[config.mk]
export PLATFORM = sky130hd
export DESIGN_NAME = serial_sub_ctrl
export DESIGN_NICKNAME = d
export VERILOG_FILES = /design/src/rtl/serial_sub_ctrl.sv
export SDC_FILE = /design/constraint.sdc
export NUM_CORES = 1
export LEC_CHECK = 0
export CAP_MARGIN = 25
export CORE_MARGIN = 10
export CORE_UTILIZATION = 45
export CTS_CLUSTER_SIZE = 14
export DETAILED_ROUTE_END_ITERATION = 6
export HOLD_SLACK_MARGIN = 0.08
export PLACE_DENSITY_LB_ADDON = 0.1
export SETUP_SLACK_MARGIN = 0.2
export SYNTH_ARGS = -nofsm -noshare
export SYNTH_HDL_FRONTEND = slang
export SYNTH_SLANG_ARGS = --single-unit
[constraint.sdc]
create_clock -name clk -period 1.5 [get_ports clk]
set_clock_uncertainty 0.1 [all_clocks]
set_input_delay 0.45 -clock clk [delete_from_list [all_inputs] [get_ports clk]]
set_output_delay 0.45 -clock clk [all_outputs]
set_load 0.02 [all_outputs]
[src/rtl/serial_sub_ctrl.sv]
// One-bit full subtractor cell: d = a - b - bin, bout = borrow out.
// Latency: purely combinational.
// Backpressure: none; the cell has no handshake.
module serial_sub_fullsub (
  input  logic a,
  input  logic b,
  input  logic bin,
  output logic d,
  output logic bout
);

  assign d    = a ^ b ^ bin;
  assign bout = (~a & b) | (~(a ^ b) & bin);

endmodule

// Bit-serial subtract sequencer: diff = a - b - bin, LSB first, one bit per cycle.
// Latency: done pulses WIDTH+1 cycles after the start cycle; one op per WIDTH+1 cycles.
// Backpressure: start is only accepted in IDLE or DONE; requests during RUN are dropped.
module serial_sub_ctrl #(
  parameter int WIDTH = 16,
  parameter int CNT_W = $clog2(WIDTH)
) (
  input  logic             clk,
  input  logic             rst_n,
  input  logic             start,
  input  logic [WIDTH-1:0] a,
  input  logic [WIDTH-1:0] b,
  input  logic             bin,
  output logic             busy,
  output logic             done,
  output logic [WIDTH-1:0] diff,
  output logic             borrow,
  output logic             zero,
  output logic             overflow
);

  typedef enum logic [1:0] {
    IDLE = 2'd0,
    RUN  = 2'd1,
    DONE = 2'd2
  } state_t;

  state_t           state;
  logic [WIDTH-1:0] a_sh;
  logic [WIDTH-1:0] b_sh;
  logic             brw;
  logic [CNT_W-1:0] cnt;
  // Operand sign bits are shifted out early, so keep copies for the overflow flag.
  logic             a_msb;
  logic             b_msb;

  logic             cell_d;
  logic             cell_bout;
  logic [WIDTH-1:0] diff_nxt;
  logic             last_bit;
  logic             accept;

  serial_sub_fullsub u_cell (
    .a    (a_sh[0]),
    .b    (b_sh[0]),
    .bin  (brw),
    .d    (cell_d),
    .bout (cell_bout)
  );

  assign diff_nxt = {cell_d, diff[WIDTH-1:1]};
  assign last_bit = (cnt == CNT_W'(WIDTH - 1));
  assign accept   = start && ((state == IDLE) || (state == DONE));

  // Sequencer: operand capture, one result bit per RUN cycle, flags on the last bit.
  always_ff @(posedge clk or negedge rst_n) begin
    if (!rst_n) begin
      state    <= IDLE;
      a_sh     <= '0;
      b_sh     <= '0;
      brw      <= 1'b0;
      cnt      <= '0;
      a_msb    <= 1'b0;
      b_msb    <= 1'b0;
      busy     <= 1'b0;
      done     <= 1'b0;
      diff     <= '0;
      borrow   <= 1'b0;
      zero     <= 1'b0;
      overflow <= 1'b0;
    end else begin
      case (state)
        IDLE, DONE: begin
          done <= 1'b0;
          if (accept) begin
            state    <= RUN;
            a_sh     <= a;
            b_sh     <= b;
            brw      <= bin;
            cnt      <= '0;
            a_msb    <= a[WIDTH-1];
            b_msb    <= b[WIDTH-1];
            busy     <= 1'b1;
            diff     <= '0;
            borrow   <= 1'b0;
            zero     <= 1'b0;
            overflow <= 1'b0;
          end else begin
            state <= IDLE;
          end
        end
        RUN: begin
          diff <= diff_nxt;
          brw  <= cell_bout;
          a_sh <= {1'b0, a_sh[WIDTH-1:1]};
          b_sh <= {1'b0, b_sh[WIDTH-1:1]};
          cnt  <= cnt + 1'b1;
          if (last_bit) begin
            state    <= DONE;
            busy     <= 1'b0;
            done     <= 1'b1;
            borrow   <= cell_bout;
            zero     <= (diff_nxt == '0);
            overflow <= (a_msb != b_msb) && (cell_d != a_msb);
          end
        end
        default: begin
          state <= IDLE;
          busy  <= 1'b0;
          done  <= 1'b0;
        end
      endcase
    end
  end

endmodule

==> impl_metrics.yaml <==
run_status:
  status: "finished, violations left"
  failed_checks: "setup timing"
routing:
  routed_via_density: 5.56
  drtIter0Drc: 90
  dr.pass1.iters: 4
  vias: 2248
  drt-wirelength-per-cell_um: 19.7
  antenna_left: 0
  drc: 0
  routed_wl_um: 7970
synthesis:
  syn-cell-area_mm2: 0.00257
  syn_inst: 200
  synth_ff_type: "dfrtp_1"
  ys_ff_latch: 61
  ys_seq_area_share_pct: 59.5
  syn_nets: 238
  yosys_warnings: 0
  synth_area_leader_cell: "dfrtp_1"
  ys_types: 27
  ys_top_cells_by_area: "dfrtp_1 (59%), a22o_1 (16%), a21o_1 (8.8%)"
  synth_edf_count: 0
  avgSynthCellArea_um2: 12.8
  synth_top_area_share_pct: 59.5
  postSynth.asyncResetShare_pct: 100
power_and_ir_drop:
  p_seq_share_pct: 27.8
  switchingPower_mw: 3.33
  ir_drop_v: 0.00114
  p_clk_share_pct: 17.6
  p_int_mw: 6.92
  p_comb_share_pct: 54.6
  p_sw_share_pct: 32.5
  p_leak_nw: 2.27
  power.density_mw_per_mm2: 2310
worst_setup_path:
  r2r-start: "state[0]"
  critical_path.endpoint_type: "flip-flop"
  cp-start-kind: "flip-flop"
  crit_required_ps: 1620
  crit_fanout: 5
  worstSetupPathType: "reg2reg"
  arrival_ps: 1720
  crit_start: "state[0]"
grt:
  grt_max_degree: 28
  grt_usage_pct: 16.5
  grt_overflow: 0
  grt_pass1_vias: 2334
  antenna_found_initial: 0
  grt_pass1_wl_um: 11700
sta:
  final.setup.worst_slack_ps: -97.3
  rsz0062_at_grt: "yes"
  max_freq_mhz: 626
  final_hold_viol_count: 0
  finalCriticalPeriod_ps: 1600
  max-slew-margin-rel_pct: 70.0
  tightest_slew_ps: 448
  finalSetupViolations: 47
  final.period_utilization_pct: 106
  slew_violations: 0
placed_design:
  port_buffers: 56
  dp_hpwl_um: 4130
  post-place-ws_ps: -407
  gp_congestion: 0.747
  dp.cells: 343
finish:
  layout_common_cells: "dfrtp_1 (60), a22o_1 (48), buf_4 (38), clkdlybuf4s50_1 (33), buf_6 (33)"
  nNetsFinal: 365
  final_cells: 404
  drive_gt1_share_pct: 37.3
  area_growth_pct: 73.1
  antenna_cells: 0
  layout_commonest_cell: "dfrtp_1"
cts:
  clock_latency_ps: 340
  clk_pin_slew_ps: 70
  cts_buffer_depth: 2
  htree_num_levels: 3
  clock-sinks: 61
  cts_tree: "done"
  root_buffer: "clkbuf_8"
  cts_buffers: 9
floorplanning:
  fp-row-count: 27
  fp.dieH_um: 95.5
  initial_core_util_pct: 46.6
  fp.dieW_um: 95.5
  core-area_mm2: 0.00551
  io_pins: 57
  dieArea_mm2: 0.00912
worst_hold_path:
  min_path_type: "reg2reg"
  worstHoldStart: "b_sh[8]"
run:
  cap_violations: 0
[registers in the layout, summed over array words and instances, names as in the netlist]
signal / flops
a_msb: 1
a_sh: 16
b_msb: 1
b_sh: 16
borrow: 1
brw: 1
busy: 1
cnt: 4
diff: 16
overflow: 1
state: 2
zero: 1
[cells in the mapped netlist, types with 2 or more instances]
cell type,count
a21o_1,30
a22o_1,48
and3b_1,2
buf_2,9
buf_4,4
clkbuf_1,2
dfrtp_1,61
inv_1,2
mux2i_1,7
nand2_1,12
nand4_1,2
nor2_1,2
nor2b_1,2
nor4_1,4
[final timing paths]
| path | cells past startpoint | to | slack [ps] |
|---|---|---|---|
| max reg2reg | 7 | a_sh[0] | -100 |
| max | 7 | a_sh[0] | -100 |
| min | 1 | b_sh[8] | 380 |
| max in group asynchronous | 3 | a_sh[3] | 360 |
| min reg2reg | 1 | b_sh[8] | 380 |
| min in group asynchronous | 2 | diff[7] | 460 |
[through the flow]
step / instance area (um^2) / utilization, % / TNS [ps] / total power [mW] / hold slack (ps)
after floorplan: 2640 / - / 0 / 5.04 / 54.4
after global placement: 3450 / 62.7 / -18680 / 6.31 / 287
after detailed placement: 3450 / 62.7 / -20560 / 6.39 / 289
after CTS: 4310 / 78.3 / -2020 / 9.75 / 384
after global routing: 4440 / 80.7 / -5490 / 10.7 / 405
final: 4440 / 80.7 / -2640 / 10.3 / 378
[kinds of logic (layout without fill, tap and decap cells)]
group	after synthesis	count (layout)	share of synthesized area, %
simple gates	30	30	6.19
mux	8	8	3.17
compound gates	81	81	25.9
buf+inv	18	150	3.95
flops	61	61	59.5
fa+ha+maj	2	2	1.27
[what timing repair did]
action / CTS / global route
hold endpoints to repair: 13 / 0
gates resized for setup: 157 / 9
buffers inserted: 24 / 8
setup endpoints to repair: 80 / 80
cloned: 10 / 2
pin swaps: 18 / 13
hold buffers: 1 / 0
[power by group through the flow]
stage / clock network, mW / logic (mW) / registers [mW]
2_1_floorplan: 0 / 2.02 / 3.02
3_3_place_gp: 0 / 3.55 / 2.77
3_5_place_dp: 0 / 3.60 / 2.79
4_1_cts: 1.79 / 5.15 / 2.81
5_1_grt: 1.88 / 5.93 / 2.92
6_report: 1.81 / 5.60 / 2.85
[critical path, stage by stage, from the launching register on]
cell and delay [ps]:
dfrtp_1 370, nor2b_4 150, buf_4 130, buf_6 110, buf_12 130, buf_12 130, a22o_1 200, a21o_1 160
[layout make-up]
class | count | area (um^2)
repair buffers | 132 | 1590
well taps | 72 | 90.1
clock buffers | 12 | 145
flip-flops and latches | 61 | 1530
fillers | 307 | 1060
multi-input cells | 121 | 991
clock inverters | 4 | 95.1
inverters | 2 | 7.51
[layer usage]
| layer | share of wire, % | track usage [%] | up-vias |
|---|---|---|---|
| li1 | - | - | 1022 |
| met1 | 40 | 19.6 | 1138 |
| met2 | 53 | 28.1 | 76 |
| met3 | 5.4 | 4.56 | 12 |
| met4 | 1.2 | 6.02 | 0 |
| met5 | 0 | 0 | - |
Power figures use the tool's default switching activity.
